File: src/rtl/counter_decoder.sv
// counter_decoder: turns successive samples of a 7-bit DCO ripple counter into DCO edges
// per reference period, rejects skew-glitch jumps and accumulates a wrapping phase word.
// Latency: sample captured at edge n appears in delta/phase_acc/err at edge n+1; no backpressure.
module counter_decoder #(
  parameter int CNT_W      = 7,
  parameter int ACC_W      = 16,
  parameter int COUNT_DOWN = 1,
  parameter int DELTA_MAX  = 100,
  parameter int ERR_W      = 8
) (
  input  logic             clk,
  input  logic             rst,
  input  logic             en,
  input  logic             clr_err,
  input  logic [CNT_W-1:0] count_in,
  output logic [CNT_W-1:0] delta,
  output logic             delta_valid,
  output logic [ACC_W-1:0] phase_acc,
  output logic             err,
  output logic [ERR_W-1:0] err_cnt
);

  localparam logic [CNT_W-1:0] DMAX    = CNT_W'(DELTA_MAX);
  localparam logic [ERR_W-1:0] ERR_MAX = '1;

  // Two warm-up states make sure samp and samp_d hold real counter samples
  // before the first difference is ever used.
  typedef enum logic [1:0] {
    WARM0 = 2'd0,
    WARM1 = 2'd1,
    IDLE  = 2'd2,
    RUN   = 2'd3
  } state_t;

  state_t state;
  state_t state_nxt;

  logic [CNT_W-1:0] samp;
  logic [CNT_W-1:0] samp_d;
  logic [CNT_W-1:0] last_good;
  logic [CNT_W-1:0] raw;
  logic [CNT_W-1:0] sel;
  logic             accept;
  logic             update;

  // Modular difference of the two latest samples; truncation to CNT_W bits
  // absorbs counter wrap-around in either count direction.
  always_comb begin
    raw    = (COUNT_DOWN != 0) ? (samp_d - samp) : (samp - samp_d);
    accept = (raw <= DMAX);
    sel    = accept ? raw : last_good;
    update = (state == RUN) && en;
  end

  // Next-state logic: fixed warm-up, then en toggles between IDLE and RUN.
  always_comb begin
    state_nxt = state;
    case (state)
      WARM0:   state_nxt = WARM1;
      WARM1:   state_nxt = IDLE;
      IDLE:    state_nxt = en ? RUN : IDLE;
      RUN:     state_nxt = en ? RUN : IDLE;
      default: state_nxt = WARM0;
    endcase
  end

  // State register.
  always_ff @(posedge clk) begin
    if (rst) begin
      state <= WARM0;
    end else begin
      state <= state_nxt;
    end
  end

  // Sample pipeline keeps shifting in every state so the first difference
  // after a re-enable spans only a single reference period.
  always_ff @(posedge clk) begin
    if (rst) begin
      samp   <= '0;
      samp_d <= '0;
    end else begin
      samp   <= count_in;
      samp_d <= samp;
    end
  end

  // Decoded delta and phase accumulation; a rejected difference is replaced
  // by the last accepted one (0 if nothing has been accepted yet).
  always_ff @(posedge clk) begin
    if (rst) begin
      delta       <= '0;
      last_good   <= '0;
      phase_acc   <= '0;
      delta_valid <= 1'b0;
      err         <= 1'b0;
    end else if (update) begin
      delta       <= sel;
      if (accept) begin
        last_good <= raw;
      end
      phase_acc   <= phase_acc + ACC_W'(sel);
      delta_valid <= 1'b1;
      err         <= ~accept;
    end else begin
      delta_valid <= 1'b0;
      err         <= 1'b0;
    end
  end

  // Saturating glitch counter; an explicit clear beats a coincident reject.
  always_ff @(posedge clk) begin
    if (rst) begin
      err_cnt <= '0;
    end else if (clr_err) begin
      err_cnt <= '0;
    end else if (update && !accept && (err_cnt != ERR_MAX)) begin
      err_cnt <= err_cnt + ERR_W'(1);
    end
  end

endmodule

File: config.mk
export PLATFORM = sky130hd
export DESIGN_NAME = counter_decoder
export DESIGN_NICKNAME = d
export VERILOG_FILES = /design/src/rtl/counter_decoder.sv
export SDC_FILE = /design/constraint.sdc
export NUM_CORES = 1
export LEC_CHECK = 0
export ABC_AREA = 1
export BUFFER_PORTS_ARGS = -buffer_cell sky130_fd_sc_hd__buf_2
export CAP_MARGIN = 20
export CORE_MARGIN = 1
export CORE_UTILIZATION = 56
export DETAILED_ROUTE_END_ITERATION = 8
export PLACE_DENSITY = 0.85
export SYNTH_ARGS = -nofsm -noshare
export SYNTH_HDL_FRONTEND = slang
export SYNTH_SLANG_ARGS = --single-unit
File: constraint.sdc
create_clock -name clk -period 4.03 [get_ports clk]
set_input_delay 0.403 -clock clk [delete_from_list [all_inputs] [get_ports clk]]
set_output_delay 0.403 -clock clk [all_outputs]
set_load 0.02 [all_outputs]
==> qor.txt, run 1 <==
first-pass GRT wire length: 9240 um
vias in the first global route: 2255
Syn Area/Cell: 7.09 sq um
post-synthesis register bit count: 49
gr ovfl total: 0
Routed wire per std cell: 11.2 um
Tcrit/Tclk final: 87.4%
FP Rows: 25
final setup violation count: 0
Most common cell on crit path: nand2_1
critical path type: register to register
Critical Path Fanout Max: 15
post-route insts no fill: 481
CTS tree: built
PwrDens: 357 nW/um^2
Mapped Cells: 384
status: finished clean
Reg2Reg Setup Slack: 510 ps
setup bufs post-CTS: 0
leakage: 0.00162 uW
all-layer global routing usage: 22.6%
Skew-Pair Late Insertion Delay: 300 ps
setup TNS: 0 ps
total CTS buffers: 5
Netlist cell types: 32
relative slew slack: 59.9%
# IOs: 44
Worst Path Arrival: 3750 ps
DR vias/cell: 5.20
total wire length: 5380 um
dpl cells: 473
slowest cell on the critical path: fa_1
final critical-path required period: 3520 ps
Core Box Area: 4690 sq um
Post-DP Area: 2960 sq um
chip height: 71.7 um
Worst Reg-to-Reg Cells: 22
Worst EP required: 4260 ps
critical path endpoint category: register
CTS clk-pin slew, worst paths: 90 ps
RSZ-0062 raised after global routing: no
routed via count: 2503
post_cts resized: 0
commonest non-fill, non-tap cell in the layout: nand2_1
max frequency: 284 MHz
met3 GRT Util: 5.34%
clock sinks: 49
GRT Max-Usage Layer: met2
Max VDD drop: 0.200 mV
Worst Hold Class: primary input to register
CP Cell Sequence: ha_1 > inv_1 > fa_1 > nand2_1 > nand2_1 > nand3_1 > nand3b_1 > nand2_4 > nand3_4 > nand2_1 > nand2_1 > ha_1 > fa_1 > nand3_1 > nand3_1 > nand2_1 > nand2_1 > nand2_1 > nand2_1 > nand3_1 > o21ai_0 > a21oi_1
largest net degree at the start of global routing: 29
Syn-to-layout area delta: 13.0%
clk root buf: clkbuf_8
post-synthesis sequential area ratio: 36.0%
H-tree depth: 2
GR Layer Usage met1: 26.3%
drc violations: 0
hold path depth: 3
Design Area, Final: 3080 sq um
n_diodes: 0
Synthesis Warnings: 0
final antenna-violating net count: 0
IO buf count: 43
commonest cells after routing, fill and taps aside: nand2_1, inv_1, dfxtp_1
initial antenna violation count: 0
final slew viol count: 0
met2 usage: 40.3%
critical path startpoint category: register
Max-cap violations: 0
hpwl dp: 4020 um
die footprint: 5140 sq um
Worst-Margin Slew: 600 ps
GP Congestion: 0.846
Mapped Nets: 412
Clock Path Buffers: 2
Starting Density: 58.0%
clk_skew: 13.1 ps
Die Width: 71.7 um
CP max stage delay: 410 ps
Nets: 454
Final Hold Vio Count: 0
1st-iter DRT viols: 160
layout cell share with drive strength beyond 1: 15.0%
hold_buf cts: 0
DRT Pass-1 Iters: 4
synthesized area: 2720 sq um
## metrics by stage
stage	hold slack, ps	power (uW)	setup WS [ps]	utilization, %
floorplan	407	706	853	-
global route	294	1160	239	65.5
detailed placement	424	745	533	63.1
finish	302	1100	509	65.5
CTS	299	1100	514	65.5
global placement	417	737	729	63.1
## registers in the layout, indices dropped and copies added (netlist names)
name	count
delta_valid	1
err	1
err_cnt	8
last_good	7
phase_acc	16
samp	7
samp_d	7
state	2
## cell type report
class,instances,area [sq um]
fill,411,1620
multi-input combinational,264,1460
sequential,49,981
inverter,63,239
timing repair buffer,43,215
clock buffer,7,86.3
tap,54,67.6
clock inverter,1,30.0
## cell usage after synthesis
cell	n	share of area, %
nand2_2	1	0.23
nor3_4	1	0.60
inv_4	1	0.23
inv_1	61	8.4
nand3b_1	1	0.28
nand4_1	10	2.3
ha_1	15	6.9
nand3_4	1	0.64
o22ai_1	1	0.23
nor2_2	2	0.46
and3_1	1	0.23
or2_2	2	0.46
buf_2	1	0.18
nand3_2	2	0.74
o21bai_1	3	0.83
nor3_1	3	0.55
xnor2_1	4	1.3
inv_2	1	0.14
nand2_4	1	0.41
xor2_1	8	2.6
o21a_1	6	1.7
nand3_1	35	6.4
nor2_1	37	5.1
or2_0	1	0.23
buf_6	2	0.83
nand2_1	85	12
nor2_4	2	0.83
o21ai_0	15	2.8
dfxtp_1	49	36
a21oi_1	25	4.6
clkbuf_1	5	0.69
fa_1	2	1.5
## kinds of logic (layout without fill, tap and decap cells)
family / Yosys count / count (layout) / synth area share (%)
buf+inv: 71 / 114 / 10.5
fa+ha+maj: 17 / 17 / 8.36
compound gates: 50 / 50 / 10.1
flops: 49 / 49 / 36.0
xor+xnor: 12 / 12 / 3.86
simple gates: 185 / 185 / 31.2
## worst paths after layout
kind / to / startpoint
setup / recovery: phase_acc[14]$_SDFFE_PP0P_ / samp[0]$_SDFF_PP0_
hold / removal: samp[6]$_SDFF_PP0_ / count_in[6]
setup reg to reg: phase_acc[14]$_SDFFE_PP0P_ / samp[0]$_SDFF_PP0_
hold reg to reg: samp_d[0]$_SDFF_PP0_ / samp[0]$_SDFF_PP0_
## critical path: cells and delay by family (launching register included)
family,cells,cell delay [ps]
buffers and inverters,1,70
and+or+nand+nor,15,1620
adders and majority gates,4,1160
AOI/OAI and AO/OA,2,230
DFF,1,350
## power by group
part | internal (uW) | leakage, uW | switching, uW
clock network | 203 | 0.0000585 | 161
logic | 77.2 | 0.00116 | 152
registers | 498 | 0.000399 | 8.01
total | 778 | 0.00162 | 321
## routing by layer
| layer | routed length (um) | up-vias |
|---|---|---|
| met2 | 2570 | 63 |
| met3 | 211 | 6 |
| met5 | 0 | - |
| met4 | 62 | 0 |
| met1 | 2540 | 1131 |
| li1 | - | 1303 |
Power figures use the tool's default switching activity.
==> inputs of run 2 (changes only) <==
Settings changed: CTS_BUF_LIST set to sky130_fd_sc_hd__clkbuf_16, RECOVER_POWER set to 100.
==> run 2 against run 1 <==
  * Combinational power about the same
  * Sequential power about the same
  * Global-route usage up 0.44 points
  * Via count up 0.92%
  * Flip-flop and latch count unchanged
  * Cell area down 0.53%
  * Count of clock-buffer cells in the layout down 2
  * Worst setup slack worse by 22 ps
  * Critical path depth unchanged
  * Routed wire length up 2.4%
  * Register-to-register slack worse by 20 ps
  * The run now ends with DRC, capacitance limit, slew limit left
==> qor.txt, run 2 (same netlist as run 1, synthesis figures left out) <==
routed via count: 2526
crit path capture: phase_acc[14]$_SDFFE_PP0P_
post_cts resized: 0
all-layer global routing usage: 23.0%
relative slew slack: -13.3%
Tcrit/Tclk final: 87.9%
clk root buf: clkbuf_16
# IOs: 44
Starting Density: 58.0%
Nets: 454
DR vias/cell: 5.25
Max-cap violations: 1
total CTS buffers: 5
setup bufs post-CTS: 0
final antenna-violating net count: 0
Reg2Reg Setup Slack: 490 ps
IO buf count: 43
FP Rows: 25
critical path type: register to register
layout cell share with drive strength beyond 1: 5.62%
Worst Reg-to-Reg Cells: 22
biggest regs: phase_acc: 16 flops, err_cnt: 8 flops
reg2reg end: phase_acc[14]$_SDFFE_PP0P_
total power draw: 1200 uW
status: finished with violations
max frequency: 282 MHz
Post-DP Area: 2960 sq um
Filler Cell Count: 430
gr ovfl total: 0
Worst Path Arrival: 3760 ps
Die Width: 71.7 um
Biggest register: phase_acc
Skew-Pair Late Insertion Delay: 290 ps
Core Util, Final: 65.2%
RR Startpoint: samp[0]$_SDFF_PP0_
Routed wire per std cell: 11.5 um
Fin Hold WS: 316 ps
1st-iter DRT viols: 173
initial antenna violation count: 0
clock sinks: 49
hold_buf cts: 0
Final Hold Vio Count: 0
Worst EP required: 4250 ps
drc violations: 2
final critical-path required period: 3540 ps
die footprint: 5140 sq um
Critical Path Fanout Max: 15
setup TNS: 0 ps
PwrDens: 391 nW/um^2
commonest cells after routing, fill and taps aside: nand2_1, inv_1, dfxtp_1
CTS tree: built
critical path startpoint category: register
final slew viol count: 29
CTS clk-pin slew, worst paths: 60 ps
critical path endpoint category: register
chip height: 71.7 um
Critical path origin: samp[0]$_SDFF_PP0_
Worst Hold Class: primary input to register
Worst-Margin Slew: 1690 ps
Design Area, Final: 3060 sq um
number of flip-flops in the largest register: 16
H-tree depth: 2
first-pass GRT wire length: 9460 um
n_diodes: 0
failing checks: DRC, capacitance limit, slew limit
leakage: 0.00150 uW
final setup violation count: 0
commonest non-fill, non-tap cell in the layout: nand2_1
Clock Path Buffers: 2
Core Box Area: 4690 sq um
RSZ-0062 raised after global routing: no
total wire length: 5510 um
hpwl dp: 4020 um
DRT Pass-1 Iters: 6
largest net degree at the start of global routing: 29
vias in the first global route: 2307
Syn-to-layout area delta: 12.4%
Max VDD drop: 0.223 mV
GP Congestion: 0.846
clk_skew: 6.17 ps
==> run 2: cell types whose count changed in the layout (fill, tap and decap cells not counted), sizes merged <==
| cell | previous run | this run |
|---|---|---|
| buf | 43 | 9 |
| clkinv | 0 | 1 |
| inv | 63 | 64 |
| clkbuf | 7 | 39 |
==> run 2: report_power, final <==
part,total (uW),switching (uW),internal (uW)
sequential,507,8.23,499
clock,461,173,288
combinational,227,152,74.9
total,1200,333,862
==> run 2: worst max-delay path, stage by stage, from the launching register on <==
cell      delay [ps]
dfxtp_1          340
ha_1             140
inv_1             70
fa_1             400
nand2_1          100
nand2_1          100
nand3_1          110
nand3b_1         130
nand2_4          200
nand3_4          130
nand2_1          110
nand2_1           60
ha_1             200
fa_1             410
nand3_1           90
nand3_1          160
nand2_1          100
nand2_1           80
nand2_1           70
nand2_1          110
nand3_1          120
o21ai_0           90
a21oi_1          140
==> run 2: final cells by class <==
class	count	area [sq um]	area share, %
repair buffers	43	173	5.64
clock inverters	3	37.5	1.23
flip-flops and latches	49	981	32.1
inverters	63	239	7.81
well taps	54	67.6	2.21
clock buffers	5	125	4.09
multi-input cells	264	1440	47.0
==> run 2: worst min-delay path by stage <==
stage / start / endpoint / slack (ps) / cells past startpoint
4_1_cts: count_in[5] / samp[5]$_SDFF_PP0_ / 320 / 3
5_1_grt: count_in[2] / samp[2]$_SDFF_PP0_ / 330 / 3
3_3_place_gp: samp[0]$_SDFF_PP0_ / samp_d[0]$_SDFF_PP0_ / 420 / 2
2_1_floorplan: samp[0]$_SDFF_PP0_ / samp_d[0]$_SDFF_PP0_ / 410 / 2
6_report: count_in[6] / samp[6]$_SDFF_PP0_ / 320 / 3
3_5_place_dp: samp[0]$_SDFF_PP0_ / samp_d[0]$_SDFF_PP0_ / 420 / 2
==> run 2: per-layer routing <==
metal  vias up  track usage (%)  share of wire, %
met4         0             9.15               1.5
met3        10             4.78               4.0
met5         -                0                 0
met2        66             41.2                49
li1       1309                -                 -
met1      1141             26.8                46
==> run 2: per-stage QoR <==
| step | std cells | worst slack (ps) |
|---|---|---|
| floorplan | 384 | 853 |
| global placement | 473 | 729 |
| detailed placement | 473 | 533 |
| CTS | 481 | 485 |
| global route | 481 | 206 |
| finish | 481 | 487 |
==> inputs of run 3 (changes only) <==
Settings changed: ABC_AREA 1 to unset, BUFFER_PORTS_ARGS -buffer_cell sky130_fd_sc_hd__buf_2 to -buffer_cell sky130_fd_sc_hd__buf_4, PLACE_DENSITY 0.85 to 0.86, RECOVER_POWER 100 to 25.
==> run 3 against run 2 <==
  * Critical path type unchanged
  * Clock power about the same
  * Largest power group unchanged
  * Register-to-register slack worse by 300 ps
  * Routed wire length grew 11%
  * Via count fell by 6.0%
  * Cell area increased by 3.9%
  * The flow now finishes without violations
==> qor.txt, run 3 <==
status: finished clean
Routed wire per std cell: 15.3 um
Critical Path Fanout Max: 5
Post-DP Area: 2970 sq um
Worst-Margin Slew: 653 ps
routed via count: 2374
DRT Pass-1 Iters: 4
final critical-path required period: 3840 ps
critical path endpoint category: register
number of flip-flops in the largest register: 16
Syn Area/Cell: 8.62 sq um
Synth area leader: dfxtp_1
GP Congestion: 0.843
max frequency: 260 MHz
all-layer global routing usage: 25.8%
cell with the most instances after synthesis: dfxtp_1
post-synthesis sequential area ratio: 37.8%
relative slew slack: 56.5%
Worst Path Arrival: 4000 ps
first-pass GRT wire length: 10200 um
Biggest register: phase_acc
total CTS buffers: 5
gr ovfl total: 0
Tcrit/Tclk final: 95.3%
Clock Path Buffers: 2
H-tree depth: 2
vias in the first global route: 2337
critical path type: register to register
drc violations: 0
clock sinks: 49
clk root buf: clkbuf_16
Post-synth EDFFs: 0
leakage: 0.00135 uW
DR vias/cell: 5.95
final setup violation count: 0
commonest cells after routing, fill and taps aside: dfxtp_1, buf_4, nor2_1
FP Rows: 24
PwrDens: 399 nW/um^2
Max-cap violations: 0
post-route insts no fill: 399
clk_skew: 8.17 ps
dpl cells: 389
Design Area, Final: 3180 sq um
total wire length: 6120 um
largest net degree at the start of global routing: 45
Worst Hold Class: primary input to register
Starting Density: 58.8%
CTS tree: built
chip height: 70.1 um
critical path startpoint category: register
Fin Hold WS: 323 ps
Max VDD drop: 0.240 mV
Mapped Nets: 329
Skew-Pair Late Insertion Delay: 290 ps
IO buf count: 43
Netlist cell types: 51
area fraction of the dominant cell type after synthesis: 37.8%
layout cell share with drive strength beyond 1: 20.2%
Synth top cells by count: dfxtp_1, nor2_1, nand2_1
Filler Cell Count: 338
hold_buf cts: 0
final slew viol count: 0
initial antenna violation count: 0
final antenna-violating net count: 0
Worst EP required: 4190 ps
# IOs: 44
Top FF cell, synth: dfxtp_1
Die Width: 70.1 um
synthesized area: 2590 sq um
Nets: 374
Mapped Cells: 301
Final Hold Vio Count: 0
n_diodes: 0
ys async rst share: 0%
CTS clk-pin slew, worst paths: 60 ps
die footprint: 4910 sq um
Syn-to-layout area delta: 22.6%
1st-iter DRT viols: 141
hpwl dp: 4090 um
Area contributors post-synth: dfxtp_1, ha_1, nor2_1
Core Box Area: 4410 sq um
biggest regs: phase_acc: 16 flops, err_cnt: 8 flops
commonest non-fill, non-tap cell in the layout: dfxtp_1
Synthesis Warnings: 0
post-synthesis register bit count: 49
## run 3: cell count changes in the layout (fill, tap and decap cells not counted), moves of 6 or more
cell      previous run  this run
nand3_1             36         7
inv_1               62        16
nand2_1             86        24
buf_2                9         0
nor2b_1              0        13
xor2_1               8        14
buf_4                0        47
nor2_1              40        33
clkbuf_1            34         4
o21ai_0             15         6
a211oi_1             0         7
## run 3: cells by family after synthesis
family / synth area share (%)
compound gates: 20.2
simple gates: 21.6
buf+inv: 4.29
xor+xnor: 6.08
fa+ha+maj: 8.78
mux: 1.25
flops: 37.8
## run 3: worst paths after layout
path / from / cells after the start / endpoint / slack, ps
worst max-delay path: samp[0]$_SDFF_PP0_ / 17 / phase_acc[10]$_SDFFE_PP0P_ / 190
worst min-delay path: count_in[6] / 2 / samp[6]$_SDFF_PP0_ / 320
worst max register to register: samp[0]$_SDFF_PP0_ / 17 / phase_acc[10]$_SDFFE_PP0P_ / 190
worst min register to register: samp[4]$_SDFF_PP0_ / 2 / samp_d[4]$_SDFF_PP0_ / 440
## run 3: timing repair
action                                 4_1_cts  5_1_grt
setup buffers                                0        2
pin swaps                                    0        2
setup endpoints to repair                    1       10
endpoints found under the hold margin        0        0
resized for setup                            1       10
## run 3: routing by layer
layer  vias up  share of wire [%]  GRT usage, %
met2        84                 51          44.4
met5         -                  0             0
met3        11                5.2          5.92
li1       1157                  -             -
met4         0                2.1          10.0
met1      1122                 42          31.1
## run 3: cell type report
| cell class | count | area [sq um] | share of cell area, % |
|---|---|---|---|
| Inverter | 15 | 56.3 | 1.77 |
| Clock buffer | 5 | 125 | 3.94 |
| Multi-Input combinational cell | 224 | 1550 | 48.6 |
| Timing Repair Buffer | 51 | 368 | 11.6 |
| Sequential cell | 49 | 981 | 30.9 |
| Tap cell | 52 | 65.1 | 2.05 |
| Clock inverter | 3 | 37.5 | 1.18 |
## run 3: metrics by stage
stage	total power, uW	util [%]	setup slack, ps	TNS (ps)
after floorplan	718	-	360	0
after global placement	780	67.3	149	0
after detailed placement	788	67.3	73.4	0
after CTS	1250	71.1	31.2	0
after global routing	1320	72.0	-30.7	-67.2
final	1270	72.0	190	0
## run 3: worst max-delay path: stages, from the launching register on
cell and delay (ps):
dfxtp_1 350, ha_1 180, inv_1 50, fa_1 430, a21o_1 230, a21oi_4 200
o31ai_2 140, or2_2 360, nand2_2 110, a21oi_1 80, ha_1 220, fa_1 420
a21o_1 190, a21oi_2 190, o211ai_1 200, nand4_1 170, xor2_1 160, nor2_1 50
## run 3: power breakdown
| part | total, uW | switching (uW) | internal, uW |
|---|---|---|---|
| sequential | 507 | 8.76 | 498 |
| clock | 462 | 174 | 288 |
| combinational | 299 | 180 | 119 |
| total | 1270 | 363 | 905 |
